### src/rtl/decoder_pkg.sv
// decoder_pkg: shared definitions for the display select decoder.
//   state_e   : operating state of decoder_scan (IDLE / DIRECT / SCAN)
//   onehot()  : binary index -> one-hot vector. The result is MAX_OUT_W bits
//               wide; callers size-cast it down to their own OUT_W. This
//               bounds SEL_W to at most MAX_SEL_W.
package decoder_pkg;

  typedef enum logic [1:0] {
    IDLE   = 2'd0,
    DIRECT = 2'd1,
    SCAN   = 2'd2
  } state_e;

  localparam int MAX_SEL_W = 8;
  localparam int MAX_OUT_W = 1 << MAX_SEL_W;

  function automatic logic [MAX_OUT_W-1:0] onehot(input logic [MAX_SEL_W-1:0] idx);
    logic [MAX_OUT_W-1:0] v;
    v      = '0;
    v[idx] = 1'b1;
    return v;
  endfunction

endpackage

### src/rtl/scan_div.sv
// scan_div: programmable step divider for display scanning.
//   clk, rst_n : clock, asynchronous active-low reset (count -> 0)
//   en         : count this cycle (count is held when low)
//   clr        : synchronous clear to 0, wins over en
//   div_val    : terminal count; one tick every div_val+1 enabled cycles
//   tick       : combinational, high on the enabled cycle where count == div_val
// A div_val lowered below the running count is not caught early: the count
// runs on to its maximum, rolls to 0, and then meets the new terminal value.
module scan_div #(
  parameter int DIV_W = 16
) (
  input  logic             clk,
  input  logic             rst_n,
  input  logic             en,
  input  logic             clr,
  input  logic [DIV_W-1:0] div_val,
  output logic             tick
);

  logic [DIV_W-1:0] count_q, count_d;

  always_comb begin
    tick    = en & ~clr & (count_q == div_val);
    count_d = count_q;
    if (clr) begin
      count_d = '0;
    end else if (en) begin
      count_d = tick ? '0 : count_q + DIV_W'(1);
    end
  end

  always_ff @(posedge clk or negedge rst_n) begin
    if (!rst_n) count_q <= '0;
    else        count_q <= count_d;
  end

endmodule

### src/rtl/decoder_scan.sv
// decoder_scan: registered binary-to-one-hot decoder with auto-scan, used as
// digit/row select for multiplexed LED and 7-segment displays.
//   clk, rst_n : clock, asynchronous active-low reset
//   en         : 0 blanks out (next cycle); divider and out_idx are held
//   mode       : 0 = direct decode of sel, 1 = auto scan
//   sel_valid, sel, sel_ready : select handshake (direct mode)
//   div_val    : scan step period minus 1, in clk cycles
//   scan_last  : last index of the scan sequence
//   out        : one-hot (or all-zero) registered output
//   out_idx    : binary index currently driven on out
//   wrap       : one-cycle pulse on the update that returns the scan to 0
// Handshake: a select word transfers on any cycle where sel_valid and
// sel_ready are both high; sel_ready is combinational (en & ~mode, forced low
// while in reset) and does not depend on sel_valid. The decoded word appears
// on out/out_idx one clock after the transfer.
// Build option DECODER_SCAN_BLANK_EN: each scan step first drives out=0 for one
// clock (anti-ghosting) before the new index lights; out_idx and wrap update
// on that blank cycle and the divider pauses during it.
module decoder_scan
  import decoder_pkg::*;
#(
  parameter int SEL_W = 3,
  parameter int OUT_W = 2**SEL_W,
  parameter int DIV_W = 16
) (
  input  logic             clk,
  input  logic             rst_n,
  input  logic             en,
  input  logic             mode,
  input  logic             sel_valid,
  input  logic [SEL_W-1:0] sel,
  output logic             sel_ready,
  input  logic [DIV_W-1:0] div_val,
  input  logic [SEL_W-1:0] scan_last,
  output logic [OUT_W-1:0] out,
  output logic [SEL_W-1:0] out_idx,
  output logic             wrap
);

  state_e           state_q, state_d;
  logic [OUT_W-1:0] out_q, out_d;
  logic [SEL_W-1:0] idx_q, idx_d;
  logic             wrap_q, wrap_d;
  logic             div_en, div_clr, div_tick;
  logic [SEL_W-1:0] idx_step;
  logic             step_wrap;
`ifdef DECODER_SCAN_BLANK_EN
  logic             blank_q, blank_d;
`endif

  scan_div #(.DIV_W(DIV_W)) u_div (
    .clk     (clk),
    .rst_n   (rst_n),
    .en      (div_en),
    .clr     (div_clr),
    .div_val (div_val),
    .tick    (div_tick)
  );

  // Next scan index. Using >= (not ==) means a scan_last lowered below the
  // current index wraps on the next tick instead of running off the end.
  always_comb begin
    step_wrap = (idx_q >= scan_last);
    idx_step  = step_wrap ? '0 : idx_q + SEL_W'(1);
  end

  always_comb begin
    state_d = !en ? IDLE : (mode ? SCAN : DIRECT);
    out_d   = out_q;
    idx_d   = idx_q;
    wrap_d  = 1'b0;
    div_en  = 1'b0;
    div_clr = 1'b0;
`ifdef DECODER_SCAN_BLANK_EN
    blank_d = 1'b0;
`endif
    case (state_d)
      IDLE: begin
        out_d = '0;
      end
      DIRECT: begin
        if (sel_valid) begin
          idx_d = sel;
          out_d = OUT_W'(onehot(MAX_SEL_W'(sel)));
        end
      end
      SCAN: begin
        if (state_q != SCAN) begin
          // Fresh entry always restarts the sequence from index 0.
          idx_d   = '0;
          out_d   = OUT_W'(1);
          div_clr = 1'b1;
        end else begin
`ifdef DECODER_SCAN_BLANK_EN
          if (blank_q) begin
            out_d = OUT_W'(onehot(MAX_SEL_W'(idx_q)));
          end else begin
            div_en = 1'b1;
            if (div_tick) begin
              idx_d   = idx_step;
              wrap_d  = step_wrap;
              out_d   = '0;
              blank_d = 1'b1;
            end
          end
`else
          div_en = 1'b1;
          if (div_tick) begin
            idx_d  = idx_step;
            wrap_d = step_wrap;
            out_d  = OUT_W'(onehot(MAX_SEL_W'(idx_step)));
          end
`endif
        end
      end
      default: begin
        out_d = '0;
      end
    endcase
  end

  always_ff @(posedge clk or negedge rst_n) begin
    if (!rst_n) begin
      state_q <= IDLE;
      out_q   <= '0;
      idx_q   <= '0;
      wrap_q  <= 1'b0;
`ifdef DECODER_SCAN_BLANK_EN
      blank_q <= 1'b0;
`endif
    end else begin
      state_q <= state_d;
      out_q   <= out_d;
      idx_q   <= idx_d;
      wrap_q  <= wrap_d;
`ifdef DECODER_SCAN_BLANK_EN
      blank_q <= blank_d;
`endif
    end
  end

  assign sel_ready = en & ~mode & rst_n;
  assign out       = out_q;
  assign out_idx   = idx_q;
  assign wrap      = wrap_q;

endmodule
### config.mk
export PLATFORM = sky130hd
export DESIGN_NAME = decoder_scan
export DESIGN_NICKNAME = d
export VERILOG_FILES = /design/src/rtl/decoder_pkg.sv /design/src/rtl/scan_div.sv /design/src/rtl/decoder_scan.sv
export SDC_FILE = /design/constraint.sdc
export NUM_CORES = 1
export LEC_CHECK = 0
export BUFFER_PORTS_ARGS = -buffer_cell sky130_fd_sc_hd__clkbuf_2
export CORE_UTILIZATION = 61
export CTS_BUF_LIST = sky130_fd_sc_hd__clkbuf_4 sky130_fd_sc_hd__clkbuf_8
export DETAILED_ROUTE_END_ITERATION = 16
export PLACE_DENSITY_LB_ADDON = 0.08
export SLEW_MARGIN = 40
export SYNTH_ARGS = -nofsm -noshare
export SYNTH_HDL_FRONTEND = slang
export SYNTH_SLANG_ARGS = --single-unit
### constraint.sdc
create_clock -name clk -period 3 [get_ports clk]
set_input_delay 0.15 -clock clk [delete_from_list [all_inputs] [get_ports clk]]
set_output_delay 0.15 -clock clk [all_outputs]
set_load 0.02 [all_outputs]
# Word level (Yosys, flattened, before mapping)
# Index checks and enable logic that the tools add are counted.
# totals
word_cells	55
output_inout_bits	13
regBits	30
in_bits	27
# op_classes
n_bitwise	6
eq_ne	6
n_reduce_logical	6
addsub	2
magnitude_cmp	5
n_mux	25
# op_table
operator	n
$mux W16	3
$mux W8	3
$lt A3 B9 Y1 const B	2
$add A16 B1 Y16 const B	1
$eq A16 B16 Y1	1
$pmux W8 S2	1
$mux W3	4
$mux W1	9
$demux W1 S3	2
$ge A3 B1 Y1 const B	2
$pmux W3 S2	1
$and A1 B1 Y1	4
$mux W2	2
$ne A2 B2 Y1 const B	2
$reduce_bool A2 Y1	2
$add A3 B1 Y3 const B	1
$ge A3 B3 Y1	1
$ne A3 B3 Y1 const B	1
$reduce_and A3 Y1	1
$eq A2 B1 Y1 const B	1
$eq A2 B2 Y1 const B	1
$logic_and A1 B1 Y1	2
$not A1 Y1	2
$reduce_and A2 Y1	1

# Depth between registers and ports, before layout
# Gate-level depths: netlist of run 1.
# logic_depth
ltp_word	10
depth_mapped	8
ltp_nobuf	7

# Hierarchy
# From an unflattened synthesis of run 1, not the netlist that was laid out.
# unflattened
hier_cells	229
area_unflattened_um2	2090.8
# by_module_without_submodules
mod	area_each_um2	seq_area_each_um2	cells_each	instances
scan_div	1223.7	400.4	141	1
decoder_scan	867.1	350.3	88	1

# Worst setup path before layout of run 1
# No wires, ideal clock.
# synth_timing
path_type	flip-flop to flip-flop
start	register idx_q[0], in the netlist out_idx[0]
end	register out_q[1], in the netlist out[1]
t_required_ns	2.935
t_arrival_ns	1.851
setup_time_ns	0.065
stages_incl_launch_ff	8
n_path_buf	0
setup_slack_ns	1.084
synth_period_minus_slack_ns	1.916
cell_sequence	dfrtp_1 > inv_1 > ha_1 > nand2b_1 > a31oi_1 > nand3_1 > o31ai_1 > o22a_1
# synth_between
elab_chain_len	9
word_cells_on_any_way	11
classes_between	1 x add/sub; 3 x order compare; 6 x mux; 1 x reduce/logical
# synth_lines
element	line_no	source
start, declared	decoder_scan.sv:42	logic [SEL_W-1:0] idx_q, idx_d;
start signal, assigned	decoder_scan.sv:134	idx_q <= idx_d;
$add A3 B1 Y3 or $ge A3 B3 Y1 (tied branches)	decoder_scan.sv:64, decoder_scan.sv:63	
$mux W3 *	decoder_scan.sv:64	idx_step = step_wrap ? '0 : idx_q + SEL_W'(1);
$lt A3 B9 Y1 (implied by the code) or $ge A3 B1 Y1 (tied branches)	decoder_pkg.sv:20	v[idx] = 1'b1;
$logic_and A1 B1 Y1 (implied by the code)	decoder_pkg.sv:20	
$mux W1 (implied by the code)	decoder_pkg.sv:20	
$demux W1 S3 *	decoder_pkg.sv:20	
$mux W8 *	decoder_scan.sv:108	if (div_tick) begin
$mux W8 *	decoder_scan.sv:88	if (state_q != SCAN) begin
$pmux W8 S2 *	decoder_scan.sv:77	case (state_d)
end signal, assigned	decoder_scan.sv:133	out_q <= out_d;
end, declared	decoder_scan.sv:41	logic [OUT_W-1:0] out_q, out_d;
# Mark *: on every way between the ends. The rest lies on a longest branch, timed or not. The select of a mux whose other input is x is not followed.
# A chain may end at the register's enable or synchronous reset.

# Final worst setup path of run 1
# layout_timing
start	register u_div.count_q[0]
end	register out_q[3], in the netlist out[3]
# layout_between
elab_chain_len	4
# layout_lines
element	line_no	source
start, declared	scan_div.sv:20	logic [DIV_W-1:0] count_q, count_d;
start signal, assigned	scan_div.sv:34	else count_q <= count_d;
$eq A16 B16 Y1	scan_div.sv:23	tick = en & ~clr & (count_q == div_val);
$and A1 B1 Y1	scan_div.sv:23	
$ne A3 B3 Y1 (no line)	--	
$reduce_and A2 Y1 (no line)	--	
# No other way between the ends.

==> load_flow_metrics.sql, run 1 <==
INSERT INTO impl_metrics (metric_group, metric, value, unit) VALUES
('run_status', 'run_status', 'completed', ''),
('placed_design', 'routabilityCongestion', '0.925', ''),
('floorplanning', 'core_area', '3100', 'um2'),
('global_routing', 'grt_overflow', '0', ''),
('worst_setup_path', 'crit-reg2reg-launch', 'u_div.count_q[0]', ''),
('clocking', 'cts.path.max_buffers', '2', ''),
('route', 'routedWlPerCell', '15.7', 'um'),
('floorplanning', 'core.rowCount', '20', ''),
('synthesis', 'netlist_top_cells_count', 'sky130_fd_sc_hd__dfrtp_1 (30), sky130_fd_sc_hd__nand2_1 (21), sky130_fd_sc_hd__nand3_1 (19)', ''),
('clocking', 'cts_root_buffer', 'sky130_fd_sc_hd__clkbuf_4', ''),
('final_layout', 'post_route_cells_drive_above_1_share', '25.7', '%'),
('synthesis', 'synth_top_area_share', '37.1', '%'),
('placed_design', 'dpl.cell_count', '284', ''),
('global_routing', 'grt_start_max_net_pins', '32', ''),
('synthesis', 'post-synth-top-count-cell', 'sky130_fd_sc_hd__dfrtp_1', ''),
('sta', 'report.final.hold_viol_count', '0', ''),
('flow_run', 'max_cap_viols', '0', ''),
('power_and_ir_drop', 'pwr-share-clk', '30.5', '%'),
('floorplanning', 'fp.dieArea', '3550', 'um2'),
('route', 'initialDrtViolationCount', '145', ''),
('power_and_ir_drop', 'power-per-cell-area', '384', 'nW/um2'),
('worst_setup_path', 'cp-startpoint', 'u_div.count_q[0]', ''),
('min_path', 'holdPathStages', '3', ''),
('worst_setup_path', 'critical_path.reg2reg.endpoint', 'out[3]', ''),
('clocking', 'tritoncts_buffer_count', '5', ''),
('route', 'post-route-drc-count', '0', ''),
('sta', 'max_frequency', '0.432', 'GHz'),
('placed_design', 'hpwl_after_detailed_placement', '3470', 'um'),
('final_layout', 'num_antenna_cells', '0', ''),
('synthesis', 'register_area_share_after_synthesis', '37.1', '%'),
('route', 'route.antenna.remaining_nets', '0', ''),
('sta', 'post-route-period-util', '77.2', '%'),
('floorplanning', 'floorplan.initialDensity', '65.2', '%'),
('global_routing', 'antenna_found_initial', '0', ''),
('placed_design', 'dp_worst_setup_slack', '0.682', 'ns'),
('power_and_ir_drop', 'net-switching-power', '0.277', 'mW'),
('clocking', 'clk_latency', '0.34', 'ns'),
('route', 'drt_first_pass_iters', '4', ''),
('sta', 'min_period', '2.32', 'ns'),
('synthesis', 'yosysUniqueCellTypes', '45', ''),
('worst_setup_path', 'worstPathArrival', '2.52', 'ns'),
('sta', 'drv_slew', '0', ''),
('clocking', 'cts_resized', '0', ''),
('worst_setup_path', 'worst_ep_required_time', '3.20', 'ns'),
('worst_setup_path', 'setup.worst_path.class', 'reg -> reg', ''),
('route', 'drt-vias-per-instance', '6.03', ''),
('power_and_ir_drop', 'power_leakage', '1.15', 'nW'),
('clocking', 'clk_pin_slew', '0.11', 'ns'),
('floorplanning', 'die-height', '59.6', 'um'),
('synthesis', 'mapped_nets', '242', ''),
('synthesis', 'async_reset_ff_share', '100', '%'),
('power_and_ir_drop', 'vdd.ir_drop.worst', '0.000316', 'V'),
('min_path', 'hp-class', 'in -> reg', ''),
('clocking', 'htree_levels', '2', ''),
('final_layout', 'layout.cell_area.non_filler', '2300', 'um2'),
('floorplanning', 'floorplan.io_pins', '40', ''),
('worst_setup_path', 'reg2reg_setup_slack', '0.68', 'ns'),
('power_and_ir_drop', 'seq_power_share', '49.2', '%'),
('global_routing', 'first_global_vias', '1618', ''),
('power_and_ir_drop', 'sw_frac_of_total', '31.3', '%'),
('sta', 'final_report_setup_violation_count', '0', ''),
('sta', 'final.setup_skew', '0.0184', 'ns'),
('sta', 'tightest_slew', '0.709', 'ns'),
('synthesis', 'synthCells', '210', ''),
('synthesis', 'synth_enable_flop_cells', '0', ''),
('worst_setup_path', 'crit_path_slowest_cell', 'sky130_fd_sc_hd__dfrtp_1', ''),
('synthesis', 'synth.ff_latch_count', '30', ''),
('floorplanning', 'fp.dieW', '59.6', 'um'),
('worst_setup_path', 'crit_path_max_incr_delay', '0.46', 'ns'),
('worst_setup_path', 'cp-end-kind', 'register', ''),
('final_layout', 'final_nets', '280', '');
[kinds of logic (layout without fill, tap and decap cells)]
logic type,count (synthesis),count (layout),share of synthesized area (%)
muxes,12,12,6.37
buffers and inverters,21,60,4.64
xor gates and xnor gates,18,18,7.79
and+or+nand+nor,77,77,23.4
AOI/OAI and AO/OA,47,47,17.6
DFF,30,30,37.1
adders and majority gates,5,5,3.09
[area by class of cell]
class,instances,area share (%)
inverter,11,1.79
clock inverter,1,0.217
tap,44,2.39
multi-input combinational,159,51.2
clock buffer,7,2.55
timing repair buffer,41,9.23
sequential,30,32.6
[worst min path at each step]
stage / start / endpoint / slack (ns)
2_1_floorplan: rst_n / out[0] / -0.15
3_3_place_gp: rst_n / out_idx[1] / 0.23
3_5_place_dp: rst_n / out_idx[1] / 0.25
4_1_cts: en / state_q[0] / 0.15
5_1_grt: sel[0] / out_idx[0] / 0.16
6_report: sel[0] / out_idx[0] / 0.15
[flip-flops by register name (all words and copies together) (netlist names)]
name / cells
wrap: 1
out: 8
out_idx: 3
u_div.count_q: 16
state_q: 2
[critical path: cells and delay by family, from the launching register on]
kind            cells  cell delay (ns)
simple gates        2             0.77
xor+xnor            1             0.18
compound gates      1             0.39
flops               1             0.46
mux                 1             0.37
[power by group through the flow]
stage          Combinational (mW)  Clock, mW  Sequential [mW]
6_report                    0.180      0.270            0.435
5_1_grt                     0.198      0.288            0.437
4_1_cts                     0.179      0.271            0.435
3_5_place_dp                0.177          0            0.443
3_3_place_gp                0.173          0            0.442
2_1_floorplan              0.0986          0            0.454
[through the flow]
| step | hold slack (ns) | utilization, % |
|---|---|---|
| CTS | 0.149 | 74.2 |
| global route | 0.157 | 74.2 |
| global placement | 0.231 | 71.8 |
| detailed placement | 0.248 | 71.8 |
| finish | 0.151 | 74.2 |
| floorplan | -0.146 | - |
[cells in the final DEF (no fill, tap or decap), types with 6 or more instances in the layout]
cell / count
sky130_fd_sc_hd__nor2_1: 9
sky130_fd_sc_hd__inv_1: 11
sky130_fd_sc_hd__dfrtp_1: 30
sky130_fd_sc_hd__nand3_1: 19
sky130_fd_sc_hd__o31ai_1: 8
sky130_fd_sc_hd__o21ai_0: 6
sky130_fd_sc_hd__xor2_1: 17
sky130_fd_sc_hd__nand2_1: 21
sky130_fd_sc_hd__clkbuf_4: 6
sky130_fd_sc_hd__a31oi_1: 7
sky130_fd_sc_hd__clkbuf_2: 38
sky130_fd_sc_hd__a22o_1: 6
[routing by layer]
metal / track usage (%) / share of wire [%] / vias to the layer above
li1: - / - / 848
met1: 41.4 / 43 / 832
met2: 46.2 / 49 / 80
met3: 6.77 / 7.3 / 7
met4: 7.64 / 1.2 / 0
met5: 0 / 0 / -
No activity file was read; power rests on OpenSTA's default activity.
==> run 2, diff against run 1 <==
- ABC_AREA: not set -> 1
- CORE_UTILIZATION: 61 -> 58
- clock period: 3 -> 2.4 ns (I/O delays scaled with it)
==> run 2 against run 1 <==
Critical path depth is 1 higher. Sequential share of layout area is 1.5 points lower. Wire length is 0.43% higher. Final area is 4.8% higher. Global-route usage is 3.8 points lower. Final cell count is 36% higher. Clock power is 43% higher. Combinational power is 22% higher. Non-clock buffer count is 1 higher. Clock skew is 0.0080 ns lower. Flip-flop and latch count stayed put. Critical endpoint unchanged. Largest cell class unchanged. Largest power group unchanged.
==> load_flow_metrics.sql, run 2 <==
INSERT INTO impl_metrics (metric_group, metric, value, unit) VALUES
('synthesis', 'async_reset_ff_share', '100', '%'),
('global_routing', 'global_route_wire_length_before_repair', '7940', 'um'),
('final_layout', 'syn2layout_area_growth', '13.9', '%'),
('worst_setup_path', 'timing.critical_path.from_type', 'register', ''),
('sta', 'drv_slew', '0', ''),
('final_layout', 'mostFrequentLayoutCells', 'sky130_fd_sc_hd__nand2_1 (102), sky130_fd_sc_hd__inv_1 (48), sky130_fd_sc_hd__clkbuf_2 (39)', ''),
('worst_setup_path', 'worst-path-max-fanout', '5', ''),
('worst_setup_path', 'setup.worst_path.class', 'reg -> reg', ''),
('clocking', 'cts_resized', '0', ''),
('worst_setup_path', 'cp-end-kind', 'register', ''),
('clocking', 'post-cts-setup-buffer-count', '0', ''),
('synthesis', 'average_cell_area_after_synthesis', '6.86', 'um2'),
('route', 'routed-via-count', '2060', ''),
('min_path', 'hold_path_startpoint', 'en', ''),
('power_and_ir_drop', 'vdd.ir_drop.worst', '0.000321', 'V'),
('flow_run', 'max_cap_viols', '0', ''),
('sta', 'timing.setup.tns', '0', 'ns'),
('route', 'route.antenna.remaining_nets', '0', ''),
('sta', 'post_route_hold_slack', '0.0936', 'ns'),
('synthesis', 'synth-xor-area-share', '3.30', '%'),
('final_layout', 'post_route_cells_drive_above_1_share', '18.7', '%'),
('route', 'post-route-drc-count', '0', ''),
('synthesis', 'netlist_top_cells_count', 'sky130_fd_sc_hd__nand2_1 (102), sky130_fd_sc_hd__inv_1 (48), sky130_fd_sc_hd__dfrtp_1 (30), sky130_fd_sc_hd__nor2_1 (30), sky130_fd_sc_hd__nand3_1 (14)', ''),
('route', 'topRoutingLayerUsed', 'met4', ''),
('final_layout', 'sequential_standard_cell_area', '751', 'um2'),
('sta', 'min_period', '1.86', 'ns'),
('synthesis', 'synth.area.mux_share', '0', '%'),
('synthesis', 'synth.ff_latch_count', '30', ''),
('clocking', 'htree_levels', '2', ''),
('worst_setup_path', 'worstPathArrival', '2.13', 'ns'),
('power_and_ir_drop', 'net-switching-power', '0.340', 'mW'),
('placed_design', 'placedInstanceArea', '2330', 'um2'),
('floorplanning', 'fp.dieArea', '3900', 'um2'),
('sta', 'rsz0062_at_grt', 'no', ''),
('placed_design', 'routabilityCongestion', '0.877', ''),
('final_layout', 'layout.cell_area.non_filler', '2410', 'um2'),
('clocking', 'hold_buffers', '1', ''),
('final_layout', 'fill_cells', '330', ''),
('final_layout', 'final_nets', '384', ''),
('clocking', 'clkSinkCount', '30', ''),
('sta', 'tightest_slew', '0.573', 'ns'),
('synthesis', 'compound_cell_area_share_of_the_yosys_netlist', '11.4', '%'),
('worst_setup_path', 'cp-startpoint', 'out_idx[2]', ''),
('synthesis', 'syn_area', '2120', 'um2'),
('route', 'drt-vias-per-instance', '5.16', ''),
('sta', 'max_frequency', '0.537', 'GHz'),
('min_path', 'hp-class', 'in -> reg', ''),
('synthesis', 'synth_flop_cell', 'sky130_fd_sc_hd__dfrtp_1', ''),
('sta', 'slew_headroom', '61.8', '%'),
('worst_setup_path', 'crit-reg2reg-launch', 'out_idx[2]', ''),
('synthesis', 'yosysUniqueCellTypes', '27', ''),
('floorplanning', 'die-height', '62.5', 'um'),
('floorplanning', 'floorplan.io_pins', '40', ''),
('synthesis', 'synth_top_area_share', '35.4', '%'),
('synthesis', 'synth_top_family_by_area', 'simple AND/OR/NAND/NOR gates', ''),
('global_routing', 'track_usage', '25.8', '%'),
('floorplanning', 'core.rowCount', '21', ''),
('synthesis', 'post_synth_fa_ha_maj_area_fraction', '2.95', '%'),
('synthesis', 'register_area_share_after_synthesis', '35.4', '%'),
('final_layout', 'largest_register_ffs', '16', ''),
('clocking', 'cts_root_buffer', 'sky130_fd_sc_hd__clkbuf_4', ''),
('global_routing', 'antenna_found_initial', '0', ''),
('sta', 'final_report_setup_violation_count', '0', ''),
('clocking', 'tritoncts_buffer_count', '5', ''),
('route', 'routedWlPerCell', '11.6', 'um'),
('synthesis', 'post-synth-top-count-cell', 'sky130_fd_sc_hd__nand2_1', ''),
('final_layout', 'num_antenna_cells', '0', ''),
('final_layout', 'multiInputGateArea', '1120', 'um2'),
('final_layout', 'largest-register', 'u_div.count_q', ''),
('floorplanning', 'floorplan.initialDensity', '62.1', '%'),
('synthesis', 'synthCells', '309', ''),
('route', 'detail_route.wirelength.met1', '2000', 'um'),
('route', 'drt_first_pass_iters', '4', ''),
('synthesis', 'post_synthesis_cell_type_with_the_largest_combined_area', 'sky130_fd_sc_hd__dfrtp_1', ''),
('synthesis', 'synth.top_cells.by_area', 'sky130_fd_sc_hd__dfrtp_1 (35%), sky130_fd_sc_hd__nand2_1 (18%), sky130_fd_sc_hd__inv_1 (8.5%)', ''),
('route', 'met2WireLength', '2310', 'um'),
('route', 'initialDrtViolationCount', '107', ''),
('clocking', 'cts.path.max_buffers', '2', ''),
('synthesis', 'synth_enable_flop_cells', '0', ''),
('worst_setup_path', 'reg2reg_setup_slack', '0.54', 'ns'),
('synthesis', 'yosysWarningCount', '0', ''),
('global_routing', 'grt_start_max_net_pins', '31', ''),
('clocking', 'clk_pin_slew', '0.09', 'ns'),
('power_and_ir_drop', 'power_leakage', '1.31', 'nW'),
('run_status', 'run_status', 'completed', ''),
('route', 'wl_met3', '236', 'um'),
('clocking', 'clk_latency', '0.34', 'ns'),
('placed_design', 'hpwl_after_detailed_placement', '3450', 'um'),
('power_and_ir_drop', 'post-layout-total-power', '1.14', 'mW'),
('route', 'drt-total-wl', '4620', 'um'),
('power_and_ir_drop', 'sw_frac_of_total', '29.8', '%'),
('synthesis', 'synth-simple-area-share', '35.0', '%'),
('power_and_ir_drop', 'power.combinational.fraction', '19.3', '%'),
('power_and_ir_drop', 'pwr-share-clk', '33.8', '%'),
('clocking', 'tritoncts_clock_tree', 'built', ''),
('power_and_ir_drop', 'seq_power_share', '47.0', '%'),
('power_and_ir_drop', 'cellInternalPower', '0.801', 'mW'),
('sta', 'post-route-period-util', '77.7', '%'),
('sta', 'final.setup_skew', '0.0104', 'ns'),
('final_layout', 'final_common_cell', 'sky130_fd_sc_hd__nand2_1', ''),
('global_routing', 'first_global_vias', '1927', ''),
('placed_design', 'port-buffer-count', '39', ''),
('worst_setup_path', 'worst_ep_required_time', '2.66', 'ns'),
('power_and_ir_drop', 'power-per-cell-area', '472', 'nW/um2'),
('synthesis', 'mapped_nets', '341', ''),
('floorplanning', 'core_area', '3420', 'um2'),
('sta', 'report.final.hold_viol_count', '0', ''),
('global_routing', 'grt_overflow', '0', ''),
('floorplanning', 'fp.dieW', '62.5', 'um');
[run 2: changes by cell type after synthesis, moves of 6 or more]
cell | previous run | this run
sky130_fd_sc_hd__nor3_1 | 3 | 9
sky130_fd_sc_hd__xor2_1 | 17 | 7
sky130_fd_sc_hd__a31oi_1 | 7 | 0
sky130_fd_sc_hd__nor2_1 | 9 | 30
sky130_fd_sc_hd__inv_1 | 11 | 48
sky130_fd_sc_hd__nand2_1 | 21 | 102
sky130_fd_sc_hd__nand4_1 | 0 | 7
sky130_fd_sc_hd__o21ai_2 | 0 | 7
sky130_fd_sc_hd__o31ai_1 | 8 | 0
sky130_fd_sc_hd__a22o_1 | 6 | 0
sky130_fd_sc_hd__o22ai_1 | 0 | 12
[run 2: per-stage QoR]
| step | setup slack, ns | util, % | cells |
|---|---|---|---|
| 6_report | 0.536 | 70.7 | 399 |
| 5_1_grt | 0.376 | 70.7 | 399 |
| 4_1_cts | 0.550 | 70.7 | 399 |
| 3_5_place_dp | 0.563 | 68.1 | 390 |
| 3_3_place_gp | 0.604 | 68.1 | 390 |
| 2_1_floorplan | 0.713 | - | 309 |
[run 2: cells by family after synthesis]
family	after synthesis
compound gates	37
xor+xnor	8
simple gates	172
flops	30
buf+inv	57
fa+ha+maj	5
[run 2: per-layer routing]
metal / track usage (%) / vias up
li1: - / 1073
met1: 28.5 / 924
met2: 47.0 / 55
met3: 5.11 / 8
met4: 11.9 / 0
met5: 0 / -
[run 2: worst paths after layout]
kind | endpoint | cells past startpoint
worst max-delay path | out[3] | 6
worst max register to register | out[3] | 6
worst min-delay path | out_idx[2] | 3
worst min register to register | out[4] | 2
max in group asynchronous | u_div.count_q[1] | 3
min in group asynchronous | u_div.count_q[13] | 3
[run 2: area by class of cell]
type,instances,share of cell area (%)
Inverter,51,7.93
Timing Repair Buffer,42,9.12
Sequential cell,30,31.1
Clock buffer,8,3.26
Tap cell,46,2.38
Multi-Input combinational cell,222,46.2
[run 2: critical path, stage by stage, from the launching register on]
cell and delay [ns]:
sky130_fd_sc_hd__dfrtp_1 0.44, sky130_fd_sc_hd__ha_1 0.31, sky130_fd_sc_hd__a21oi_1 0.29, sky130_fd_sc_hd__nand3_1 0.21
sky130_fd_sc_hd__nor2_1 0.26, sky130_fd_sc_hd__a22oi_1 0.15, sky130_fd_sc_hd__o21ai_2 0.15
[run 2: power by group through the flow]
stage	sequential [mW]	clock, mW	combinational, mW
after detailed placement	0.545	0	0.218
after global placement	0.545	0	0.215
after floorplan	0.558	0	0.135
after global routing	0.538	0.411	0.250
after CTS	0.536	0.388	0.221
final	0.535	0.385	0.220
==> run 3, diff against run 2 <==
- CORE_UTILIZATION: 58 -> 52
- clock period: 2.4 -> 1.5 ns (I/O delays scaled with it)
==> run 3 against run 2 <==
The run now ends with negative setup slack left. Count of clock-buffer cells in the layout shrank 2. Register-to-register slack lost 0.65 ns. Critical path depth is 1 higher. Power rose by 95%. First-iteration DRC count up 62%. Final cell count increased by 11%. Largest cell class unchanged. Largest power group unchanged. Highest routed layer unchanged.
==> load_flow_metrics.sql, run 3 (synthesis results as in run 2) <==
INSERT INTO impl_metrics (metric_group, metric, value, unit) VALUES
('run_status', 'run_status', 'finished with violations', ''),
('run_status', 'failing_checks', 'negative setup slack', ''),
('sta', 'rsz0062_at_grt', 'yes', ''),
('power_and_ir_drop', 'seq_power_share', '38.5', '%'),
('min_path', 'holdPathStages', '3', ''),
('final_layout', 'final_common_cell', 'sky130_fd_sc_hd__nand2_1', ''),
('route', 'post-route-drc-count', '0', ''),
('worst_setup_path', 'crit_chain', 'ha_4 > a21oi_4 > nand3_4 > nand2_1 > inv_2 > a22oi_2 > o21ai_2', ''),
('route', 'initialDrtViolationCount', '173', ''),
('global_routing', 'gr-usage-met2', '47.4', '%'),
('flow_run', 'max_cap_viols', '0', ''),
('power_and_ir_drop', 'net-switching-power', '0.647', 'mW'),
('sta', 'slew_headroom', '45.1', '%'),
('sta', 'final_report_setup_violation_count', '12', ''),
('worst_setup_path', 'cp-end-kind', 'register', ''),
('final_layout', 'largest_register_ffs', '16', ''),
('floorplanning', 'core.rowCount', '22', ''),
('global_routing', 'antenna_found_initial', '0', ''),
('floorplanning', 'core_area', '3800', 'um2'),
('clocking', 'tritoncts_clock_tree', 'built', ''),
('sta', 'final.setup_skew', '0.00792', 'ns'),
('placed_design', 'hpwl_after_detailed_placement', '3810', 'um'),
('route', 'route.antenna.remaining_nets', '0', ''),
('clocking', 'htree_levels', '2', ''),
('sta', 'max_frequency', '0.621', 'GHz'),
('sta', 'post_route_hold_slack', '0.138', 'ns'),
('global_routing', 'global_route_wire_length_before_repair', '8270', 'um'),
('global_routing', 'track_usage', '25.7', '%'),
('global_routing', 'grt.met3_usage', '5.52', '%'),
('power_and_ir_drop', 'power_leakage', '1.57', 'nW'),
('floorplanning', 'die-height', '65.9', 'um'),
('route', 'drt-total-wl', '5740', 'um'),
('power_and_ir_drop', 'power-per-cell-area', '749', 'nW/um2'),
('global_routing', 'grt_overflow', '0', ''),
('worst_setup_path', 'timing.critical_path.from_type', 'register', ''),
('route', 'routed-via-count', '2257', ''),
('power_and_ir_drop', 'power.combinational.fraction', '23.8', '%'),
('final_layout', 'layout.cell_area.non_filler', '2970', 'um2'),
('global_routing', 'met1_track_demand_over_resource', '28.2', '%'),
('final_layout', 'post_route_cells_drive_above_1_share', '37.8', '%'),
('clocking', 'cts.path.max_buffers', '2', ''),
('clocking', 'cts_root_buffer', 'sky130_fd_sc_hd__clkbuf_8', ''),
('placed_design', 'routabilityCongestion', '0.840', ''),
('sta', 'post-route-period-util', '107', '%'),
('final_layout', 'num_antenna_cells', '0', ''),
('min_path', 'hp-class', 'in -> reg', ''),
('worst_setup_path', 'crit_path_slowest_cell', 'sky130_fd_sc_hd__dfrtp_2', ''),
('final_layout', 'mostFrequentLayoutCells', 'sky130_fd_sc_hd__nand2_1 (95), sky130_fd_sc_hd__inv_1 (42), sky130_fd_sc_hd__buf_4 (41)', ''),
('worst_setup_path', 'worst-path-max-fanout', '4', ''),
('final_layout', 'final_nets', '426', ''),
('global_routing', 'layer_carrying_the_most_global_route_usage', 'met2', ''),
('final_layout', 'largest-register', 'u_div.count_q', ''),
('power_and_ir_drop', 'pwr-share-clk', '37.6', '%'),
('floorplanning', 'fp.dieArea', '4340', 'um2'),
('sta', 'min_period', '1.61', 'ns'),
('clocking', 'clkSinkCount', '30', ''),
('global_routing', 'first_global_vias', '1977', ''),
('worst_setup_path', 'crit_path_max_incr_delay', '0.43', 'ns'),
('placed_design', 'placedInstanceArea', '2630', 'um2'),
('worst_setup_path', 'number_of_cells_traversed_by_the_worst_register_to_register_path', '7', ''),
('floorplanning', 'fp.dieW', '65.9', 'um'),
('route', 'drt-vias-per-instance', '5.11', ''),
('final_layout', 'fill_cells', '294', ''),
('worst_setup_path', 'setup.worst_path.class', 'reg -> reg', ''),
('route', 'routedWlPerCell', '13.0', 'um'),
('worst_setup_path', 'worstPathArrival', '1.78', 'ns'),
('clocking', 'clk_latency', '0.28', 'ns'),
('sta', 'timing.final.ws_setup', '-0.109', 'ns'),
('placed_design', 'dp_worst_setup_slack', '-0.0633', 'ns'),
('sta', 'report.final.hold_viol_count', '0', ''),
('clocking', 'tritoncts_buffer_count', '5', ''),
('worst_setup_path', 'worst_ep_required_time', '1.67', 'ns'),
('sta', 'timing.setup.tns', '-0.794', 'ns'),
('route', 'drt_first_pass_iters', '4', ''),
('floorplanning', 'floorplan.initialDensity', '55.8', '%'),
('floorplanning', 'floorplan.io_pins', '40', ''),
('placed_design', 'port-buffer-count', '39', ''),
('final_layout', 'syn2layout_area_growth', '40.2', '%'),
('clocking', 'clk_pin_slew', '0.06', 'ns'),
('sta', 'drv_slew', '0', ''),
('sta', 'tightest_slew', '0.823', 'ns'),
('power_and_ir_drop', 'cellInternalPower', '1.58', 'mW'),
('power_and_ir_drop', 'sw_frac_of_total', '29.1', '%'),
('power_and_ir_drop', 'vdd.ir_drop.worst', '0.000751', 'V'),
('global_routing', 'grt_start_max_net_pins', '31', '');
run 3: changes by cell type in the layout (fill, tap and decap cells not counted), moves of 6 or more:
cell / before / now
sky130_fd_sc_hd__buf_4: 2 / 41
sky130_fd_sc_hd__inv_1: 48 / 42
sky130_fd_sc_hd__inv_2: 3 / 9
sky130_fd_sc_hd__nand2_1: 102 / 95
sky130_fd_sc_hd__nand2_2: 4 / 10
sky130_fd_sc_hd__nand3_1: 14 / 7
sky130_fd_sc_hd__nor2_1: 30 / 20
sky130_fd_sc_hd__nor2_2: 0 / 8
run 3: path summary, 6_finish.rpt:
| kind | startpoint | slack, ns | endpoint |
|---|---|---|---|
| hold / removal | en | 0.14 | out_idx[0] |
| setup reg to reg | out_idx[2] | -0.11 | out[2] |
| setup / recovery | out_idx[2] | -0.11 | out[2] |
| min in group asynchronous | rst_n | 0.35 | out_idx[1] |
| hold reg to reg | out[3] | 0.49 | out[3] |
| max in group asynchronous | rst_n | 0.86 | out_idx[2] |
run 3: per-stage QoR:
stage / utilization [%] / std cells / total power, mW
2_1_floorplan: - / 309 / 1.13
3_3_place_gp: 69.1 / 427 / 1.27
3_5_place_dp: 69.1 / 427 / 1.28
4_1_cts: 74.4 / 439 / 2.16
5_1_grt: 78.3 / 442 / 2.32
6_report: 78.3 / 442 / 2.23
run 3: power groups by stage:
stage,registers (mW),logic [mW],clock network (mW)
finish,0.858,0.530,0.838
global route,0.860,0.578,0.882
CTS,0.857,0.456,0.843
detailed placement,0.872,0.409,0
global placement,0.871,0.402,0
floorplan,0.895,0.236,0
run 3: layer usage:
metal / share of wire, % / up-vias
met5: 0 / -
met3: 4.9 / 9
li1: - / 1149
met2: 52 / 73
met4: 1.6 / 0
met1: 41 / 1026
run 3: cell type report:
| type | count | area [um2] | share of cell area, % |
|---|---|---|---|
| clock buffer | 6 | 82.6 | 2.78 |
| clock inverter | 1 | 30.0 | 1.01 |
| inverter | 51 | 191 | 6.44 |
| multi-input combinational | 223 | 1320 | 44.4 |
| sequential | 30 | 753 | 25.3 |
| tap | 48 | 60.1 | 2.02 |
| timing repair buffer | 83 | 536 | 18.0 |
run 3: what timing repair did:
action,4_1_cts,5_1_grt
buffers inserted,4,2
hold endpoints to repair,30,0
hold buffers,1,0
pin swaps,4,17
endpoints found under the setup margin,21,27
gates cloned,0,1
gates resized for setup,13,34
run 3: worst max-delay path: cells and delay by family, from the launching register on:
family,cells,cell delay [ns]
adder cells (fa/ha/maj),1,0.23
flip-flops,1,0.43
AO/OA/AOI/OAI,3,0.51
AND/OR/NAND/NOR,2,0.26
buffers and inverters,1,0.07
